**src/rtl/sprite_line_fetch.sv**
```systemverilog
`timescale 1ns/1ps
`default_nettype none
// +----------------------------------------------------------------------------+
// | sprite_line_fetch                                                          |
// | Per-scanline sequencer: reads two pattern words per icon and broadcasts    |
// | them with per-icon load strobes. Option: SPRITE_FETCH_SKIP_EN skips icons  |
// | that are not visible on the next line.                                     |
// | Revision: 1.0                                                              |
// +----------------------------------------------------------------------------+
module sprite_line_fetch #(
    parameter int NUM_ICONS   = 8,
    parameter int MEM_LATENCY = 1
) (
    input  logic                     clk,
    input  logic                     rst_n,
    input  logic                     line_start,
    input  logic [12*NUM_ICONS-1:0]  icon_addr,
    input  logic [NUM_ICONS-1:0]     icon_vis,
    output logic                     mem_rd,
    output logic [11:0]              mem_addr,
    input  logic [31:0]              mem_data,
    output logic [31:0]              fetch_data,
    output logic [2*NUM_ICONS-1:0]   ds,
    output logic                     busy,
    output logic                     done,
    output logic                     overrun
);

    localparam logic [1:0] S_IDLE  = 2'd0;
    localparam logic [1:0] S_ISSUE = 2'd1;
    localparam logic [1:0] S_DRAIN = 2'd2;
    localparam logic [4:0] C_LAST_ICON = 5'(NUM_ICONS - 1);

    logic [1:0]             state_q, state_d;
    logic [4:0]             icon_q, icon_d;
    logic                   word_q, word_d;
    logic                   mem_rd_q, mem_rd_d;
    logic [11:0]            mem_addr_q, mem_addr_d;
    logic                   done_q, done_d;
    logic [MEM_LATENCY-1:0] tag_vld_q, tag_vld_d;
    logic [MEM_LATENCY-1:0] tag_word_q, tag_word_d;
    logic [4:0]             tag_icon_q [MEM_LATENCY];
    logic [4:0]             tag_icon_d [MEM_LATENCY];

    logic                   w_first_found, w_next_found, w_pipe_busy, w_sel_word;
    logic [4:0]             w_first_idx, w_next_idx, w_sel_idx;
    logic [8:0]             w_sel_base;
    logic [3*NUM_ICONS-1:0] w_addr_lsb;
    logic                   w_unused;

    for (genvar g = 0; g < NUM_ICONS; g++) begin : g_lsb
        assign w_addr_lsb[3*g +: 3] = icon_addr[12*g +: 3];
    end

`ifdef SPRITE_FETCH_SKIP_EN
    logic [NUM_ICONS-1:0] vis_q, vis_d;

    assign w_unused = ^w_addr_lsb;

    // Descending scan so the lowest qualifying index wins.
    always_comb begin
        w_first_found = 1'b0;
        w_first_idx   = 5'd0;
        w_next_found  = 1'b0;
        w_next_idx    = 5'd0;
        for (int i = NUM_ICONS - 1; i >= 0; i--) begin
            if (icon_vis[i]) begin
                w_first_found = 1'b1;
                w_first_idx   = 5'(i);
            end
            if (vis_q[i] && (5'(i) > icon_q)) begin
                w_next_found = 1'b1;
                w_next_idx   = 5'(i);
            end
        end
    end
`else
    assign w_unused = ^{w_addr_lsb, icon_vis};

    always_comb begin
        w_first_found = 1'b1;
        w_first_idx   = 5'd0;
        w_next_found  = (icon_q != C_LAST_ICON);
        w_next_idx    = icon_q + 5'd1;
    end
`endif

    always_comb begin
        w_sel_idx  = (state_q == S_IDLE) ? w_first_idx : (word_q ? w_next_idx : icon_q);
        w_sel_word = (state_q == S_ISSUE) && !word_q;
        w_sel_base = 9'd0;
        for (int i = 0; i < NUM_ICONS; i++) begin
            if (w_sel_idx == 5'(i)) begin
                w_sel_base = icon_addr[12*i+3 +: 9];
            end
        end
    end

    // Pipeline will still hold a tag next cycle.
    always_comb begin
        w_pipe_busy = mem_rd_q;
        for (int i = 0; i < MEM_LATENCY - 1; i++) begin
            w_pipe_busy = w_pipe_busy | tag_vld_q[i];
        end
    end

    always_ff @(posedge clk or negedge rst_n) begin
        if (!rst_n) begin
            state_q <= S_IDLE;
        end else begin
            state_q <= state_d;
        end
    end

    always_comb begin
        state_d = state_q;
        case (state_q)
            S_IDLE:  if (line_start && w_first_found) state_d = S_ISSUE;
            S_ISSUE: if (word_q && !w_next_found)     state_d = S_DRAIN;
            S_DRAIN: if (!w_pipe_busy)                state_d = S_IDLE;
            default: state_d = S_IDLE;
        endcase
    end

    always_comb begin
        icon_d     = icon_q;
        word_d     = word_q;
        mem_rd_d   = 1'b0;
        mem_addr_d = mem_addr_q;
        done_d     = 1'b0;
`ifdef SPRITE_FETCH_SKIP_EN
        vis_d      = vis_q;
`endif
        case (state_q)
            S_IDLE: begin
                if (line_start) begin
`ifdef SPRITE_FETCH_SKIP_EN
                    vis_d = icon_vis;
`endif
                    if (w_first_found) begin
                        icon_d     = w_first_idx;
                        word_d     = 1'b0;
                        mem_rd_d   = 1'b1;
                        mem_addr_d = {w_sel_base, w_sel_word, 2'b00};
                    end else begin
                        done_d = 1'b1;
                    end
                end
            end
            S_ISSUE: begin
                if (!word_q) begin
                    word_d     = 1'b1;
                    mem_rd_d   = 1'b1;
                    mem_addr_d = {w_sel_base, w_sel_word, 2'b00};
                end else if (w_next_found) begin
                    icon_d     = w_next_idx;
                    word_d     = 1'b0;
                    mem_rd_d   = 1'b1;
                    mem_addr_d = {w_sel_base, w_sel_word, 2'b00};
                end
            end
            S_DRAIN: begin
                if (!w_pipe_busy) done_d = 1'b1;
            end
            default: ;
        endcase

        tag_vld_d[0]  = mem_rd_q;
        tag_word_d[0] = word_q;
        tag_icon_d[0] = icon_q;
        for (int i = 1; i < MEM_LATENCY; i++) begin
            tag_vld_d[i]  = tag_vld_q[i-1];
            tag_word_d[i] = tag_word_q[i-1];
            tag_icon_d[i] = tag_icon_q[i-1];
        end
    end

    always_ff @(posedge clk or negedge rst_n) begin
        if (!rst_n) begin
            icon_q     <= 5'd0;
            word_q     <= 1'b0;
            mem_rd_q   <= 1'b0;
            mem_addr_q <= 12'd0;
            done_q     <= 1'b0;
            tag_vld_q  <= '0;
            tag_word_q <= '0;
            for (int i = 0; i < MEM_LATENCY; i++) tag_icon_q[i] <= 5'd0;
`ifdef SPRITE_FETCH_SKIP_EN
            vis_q      <= '0;
`endif
        end else begin
            icon_q     <= icon_d;
            word_q     <= word_d;
            mem_rd_q   <= mem_rd_d;
            mem_addr_q <= mem_addr_d;
            done_q     <= done_d;
            tag_vld_q  <= tag_vld_d;
            tag_word_q <= tag_word_d;
            for (int i = 0; i < MEM_LATENCY; i++) tag_icon_q[i] <= tag_icon_d[i];
`ifdef SPRITE_FETCH_SKIP_EN
            vis_q      <= vis_d;
`endif
        end
    end

    always_comb begin
        ds = '0;
        for (int i = 0; i < NUM_ICONS; i++) begin
            ds[2*i]   = tag_vld_q[MEM_LATENCY-1] && (tag_icon_q[MEM_LATENCY-1] == 5'(i)) &&
                        !tag_word_q[MEM_LATENCY-1];
            ds[2*i+1] = tag_vld_q[MEM_LATENCY-1] && (tag_icon_q[MEM_LATENCY-1] == 5'(i)) &&
                        tag_word_q[MEM_LATENCY-1];
        end
    end

    assign mem_rd     = mem_rd_q;
    assign mem_addr   = mem_addr_q;
    assign done       = done_q;
    assign busy       = (state_q != S_IDLE);
    assign overrun    = line_start && busy;
    assign fetch_data = mem_data;

endmodule
`default_nettype wire

```
**config.mk**
```make
export PLATFORM = sky130hd
export DESIGN_NAME = sprite_line_fetch
export DESIGN_NICKNAME = d
export VERILOG_FILES = /design/src/rtl/sprite_line_fetch.sv
export SDC_FILE = /design/constraint.sdc
export NUM_CORES = 1
export LEC_CHECK = 0
export ABC_CLOCK_PERIOD_IN_PS = 6200
export BUFFER_PORTS_ARGS = -buffer_cell sky130_fd_sc_hd__buf_4
export CORE_MARGIN = 2
export CORE_UTILIZATION = 43
export DETAILED_ROUTE_END_ITERATION = 6
export PLACE_DENSITY_LB_ADDON = 0.12
export SYNTH_ARGS = -nofsm -noshare
export SYNTH_HDL_FRONTEND = slang
export SYNTH_SLANG_ARGS = --single-unit
```
**constraint.sdc**
```tcl
create_clock -name clk -period 6.2 [get_ports clk]
set_input_delay 1.86 -clock clk [delete_from_list [all_inputs] [get_ports clk]]
set_output_delay 1.86 -clock clk [all_outputs]
set_load 0.05 [all_outputs]
```
# Word level (Yosys, flattened, before mapping)
# Index checks and enable logic that the tools add are counted.
[totals]
register_bits = 29
out_inout_bits = 64
[op_classes]
addsub = 1
eq_ne = 23
mux = 32
reduce_logical = 39
[ops]
columns = ["op", "count"]
rows = [
  ["9-bit two-way mux", 8],
  ["5-bit by 3-bit equality test with 1-bit output, second input constant", 8],
  ["12-bit two-way mux", 3],
  ["1-bit logical AND", 27],
  ["5-bit two-way mux", 5],
  ["12-bit one-hot mux with 2 select lines", 1],
  ["5-bit by 2-bit equality test with 1-bit output, second input constant", 4],
  ["5-bit by 1-bit equality test with 1-bit output, second input constant", 2],
  ["5-bit zero test", 2],
  ["5-bit one-hot mux with 2 select lines", 1],
  ["1-bit two-way mux", 8],
  ["2-bit != test, second input constant", 4],
  ["2-bit two-way mux", 3],
  ["2-bit one-hot mux with 3 select lines", 1],
  ["3-bit AND reduction", 2],
  ["5-bit by 1-bit adder with 5-bit output, second input constant", 1],
  ["5-bit by 3-bit != test with 1-bit output, second input constant", 1],
  ["1-bit one-hot mux with 2 select lines", 2],
  ["4-bit AND reduction", 1],
  ["2-bit nonzero test", 2],
  ["1-bit zero test", 3],
  ["3-bit != test, second input constant", 1],
  ["2-bit by 1-bit equality test with 1-bit output, second input constant", 1],
  ["2-bit equality test, second input constant", 1],
  ["other kinds (3)", 3],
]

# Depth between registers and ports, before layout
[logic_depth]
ltp_word = 15
depth_mapped = 9
depth_no_buf = 7

# Worst setup path before layout
# Ideal clock, no wire load.
[synth_path]
kind = "input to output"
from = "input line_start"
to = "output overrun"
arrival_ns = 2.267
required_ns = 4.340
path_slack_ns = 2.073
path_stages = 1
n_path_buf = 0
cell_sequence = "and2_1"
[synth_between]
elab_chain_len = 1
[synth_lines]
columns = ["item", "line", "source"]
rows = [
  ["from (decl)", "16", "input logic line_start,"],
  ["1-bit logical AND", "220", "assign overrun = line_start && busy;"],
  ["to (decl)", "26", "output logic overrun"],
]
# Every way passes these cells.

# Worst setup path in the final report
[layout_path]
from = "register state_q[0]"
to = "output overrun"
[layout_between]
elab_chain_len = 2
[layout_lines]
columns = ["item", "line", "source"]
rows = [
  ["from (decl)", "34", "logic [1:0] state_q, state_d;"],
  ["from (signal assigned)", "111", "state_q <= state_d;"],
  ["2-bit nonzero test", "219", "assign busy = (state_q != S_IDLE);"],
  ["1-bit logical AND", "220", ""],
]
# Every way passes these cells.

==> flow_metrics.env <==
export IMPL_post_drt_wl_per_cell_um=17.26
export IMPL_cp_max_fo=13
export IMPL_drive_gt1_frac=0.3859
export IMPL_stdcell_count=427
export IMPL_clkSlewWorstSetupHoldPaths_ns=0.10
export IMPL_wl_met1_um=3013
export IMPL_highest_layer="met4"
export IMPL_cts_inserted_buffers=3
export IMPL_initial_core_util=0.4505
export IMPL_post_synth_cell_area_avg_um2=8.427
export IMPL_hold_viol=0
export IMPL_row_count=27
export IMPL_hold_class="reg2reg"
export IMPL_syn_area_mm2=0.002511
export IMPL_antenna_found_initial=0
export IMPL_viasPerCell=5.604
export IMPL_dp_cells=423
export IMPL_grt_pass1_wl_um=11180
export IMPL_rsz0062_at_grt="no"
export IMPL_fin_worst_skew_ns=0.01120
export IMPL_fin_nets=496
export IMPL_power_leakage_nw=1.388
export IMPL_synthTopCellsByArea="dfrtp_1 27%, buf_4 11%, nor2_1 5.5%, a211oi_2 4.0%, mux2i_1 4.0%"
export IMPL_path_cells="nor2_1 > inv_1 > and2_1 > buf_4"
export IMPL_dp_hpwl_um=5968
export IMPL_syn_inst=298
export IMPL_relSlewSlack=0.4027
export IMPL_final_cell_mix="105 x buf_4, 37 x nor2_1, 27 x dfrtp_1"
export IMPL_h_tree_depth=1
export IMPL_post_cts_buffers=0
export IMPL_clk_latency_ns=0.27
export IMPL_cts_sinks=27
export IMPL_synth_area_leader_cell="dfrtp_1"
export IMPL_worst_path_max_delay_cell="nor2_1"
export IMPL_dr_wl_met3_um=557
export IMPL_grtUsageTotal=0.2180
export IMPL_drv_cap=0
export IMPL_stdcell_area_mm2=0.003060
export IMPL_routabilityCongestion=0.8745
export IMPL_wl_met2_um=3714
export IMPL_tightest_slew_ns=0.8927
export IMPL_dr_pass1_iters=5
export IMPL_diodes=0
export IMPL_yosysTopAreaCellShare=0.2691
export IMPL_drc_errors=0
export IMPL_cp_end_kind="output pin"
export IMPL_areaGrowthSynthToFinish_pct=21.87
export IMPL_min_delay_start="mem_rd"
export IMPL_status="completed"
export IMPL_powerDensity_mw_per_mm2=467.8
export IMPL_die_w_um=80.42
export IMPL_synth_flop_cell="dfrtp_1"
export IMPL_synth_async_reset_ratio=1.000
export IMPL_num_vias=2393
export IMPL_critPathArrivalTime_ns=2.32
export IMPL_place_area_mm2=0.003015
export IMPL_setup_viol=0
export IMPL_postRouteAntennaNets=0
export IMPL_ys_ff_latch=27
export IMPL_yosys_warnings=0
export IMPL_synth_edf_count=0
export IMPL_detail_route_wirelength_um=7369
export IMPL_yosysSeqAreaShare=0.2691
export IMPL_utilization=0.5490
export IMPL_crit_start="state_q[0]"
export IMPL_die_height_um=80.42
export IMPL_grt_max_degree=28
export IMPL_fin_ws_ns=2.019
export IMPL_cpPeakStageDelay_ns=0.75
export IMPL_core_region_area_mm2=0.005574
export IMPL_max_freq_mhz=239.2
export IMPL_overflow=0
export IMPL_place_ws_ns=2.057
export IMPL_io_buffers=104
export IMPL_fin_crit_ns=4.181
export IMPL_postCtsResizedCells=0
export IMPL_max_vdd_ir_drop_mv=0.2342
export IMPL_io_pins=203
export IMPL_synth_cell_types=61
export IMPL_timing_final_crit_share=0.6743
export IMPL_slew_violations=0
export IMPL_reg2reg_from="icon_q[0]"
export IMPL_ctsRootBufferMaster="clkbuf_8"
export IMPL_cts_hold_buffers=0
export IMPL_tns_ns=0
export IMPL_drtIter0Drc=200
export IMPL_critPathLaunchType="register"
export IMPL_cts_tree="built"
export IMPL_die_area_mm2=0.006467
export IMPL_worst_ep_required_time_ns=4.34
export IMPL_crit_type="reg2out"
export IMPL_final_common_cell="buf_4"
export IMPL_max_clock_path_buffers=2
export IMPL_grt_pass1_vias=2182
-- registers in the layout, summed over array words and instances, names as in the netlist --
register and cells:
done 1, mem_addr 10, tag_icon_q 5, tag_word_q 1, icon_q 5, state_q 2
tag_vld_q 1, mem_rd 1, tag_word_d 1
-- cells in the mapped netlist, types with 5 or more instances --
| cell type | n |
|---|---|
| a211oi_2 | 8 |
| nor2_1 | 37 |
| buf_2 | 8 |
| o221a_2 | 6 |
| a21oi_1 | 7 |
| a2bb2oi_1 | 6 |
| inv_1 | 5 |
| nor3_1 | 11 |
| o22ai_1 | 11 |
| dfrtp_1 | 27 |
| mux2i_1 | 10 |
| o21ai_1 | 12 |
| nand2_1 | 23 |
| buf_4 | 37 |
| o21ai_0 | 10 |
| a211oi_1 | 10 |
-- power by group --
part           switching (W)  internal (W)
clock network      0.0000521     0.0000459
registers           0.000116      0.000240
logic               0.000584      0.000393
-- logic make-up (layout without fill, tap and decap cells) --
logic type / Yosys count / in the layout / synth area share
AO/OA/AOI/OAI: 92 / 92 / 0.2965
XOR/XNOR: 3 / 3 / 0.01346
adder cells (fa/ha/maj): 1 / 1 / 0.004982
buffers and inverters: 58 / 114 / 0.1579
flip-flops: 27 / 27 / 0.2691
multiplexers: 12 / 12 / 0.05032
other: 1 / 2 / 0.001493
AND/OR/NAND/NOR: 104 / 104 / 0.2063
-- through the flow --
| stage | hold WS, ns | power (W) |
|---|---|---|
| 2_1_floorplan | 0.3487 | 0.001196 |
| 4_1_cts | 0.4500 | 0.001434 |
| 6_report | 0.4456 | 0.001432 |
| 3_5_place_dp | 0.4267 | 0.001336 |
| 5_1_grt | 0.4657 | 0.001548 |
| 3_3_place_gp | 0.4270 | 0.001326 |
-- critical path: cells and delay by family, from the launching register on --
| family | cells | cell delay [ns] |
|---|---|---|
| buffers and inverters | 2 | 0.52 |
| and+or+nand+nor | 2 | 1.00 |
| DFF | 1 | 0.53 |
-- worst paths after layout --
| check | depth (start not counted) | slack [ns] | end |
|---|---|---|---|
| max | 4 | 2.02 | overrun |
| min | 0 | 0.45 | tag_vld_q |
| max reg2reg | 7 | 3.44 | mem_addr[10] |
| min reg2reg | 0 | 0.45 | tag_vld_q |
| max in group asynchronous | 1 | 4.44 | tag_icon_q[4] |
| min in group asynchronous | 1 | 1.49 | tag_word_d |
-- layout make-up --
type | instances | area (um2)
clock buffer | 4 | 45.04
fill | 544 | 2514
inverter | 5 | 18.77
multi-input combinational | 214 | 1443
sequential | 27 | 675.6
tap | 72 | 90.09
timing repair buffer | 105 | 788.3
-- routing by layer --
layer / vias to the layer above / GRT usage
li1: 1172 / -
met3: 8 / 0.02247
met5: - / 0
met1: 1100 / 0.2953
met4: 0 / 0.04068
met2: 113 / 0.3775
Power figures use the tool's default switching activity.
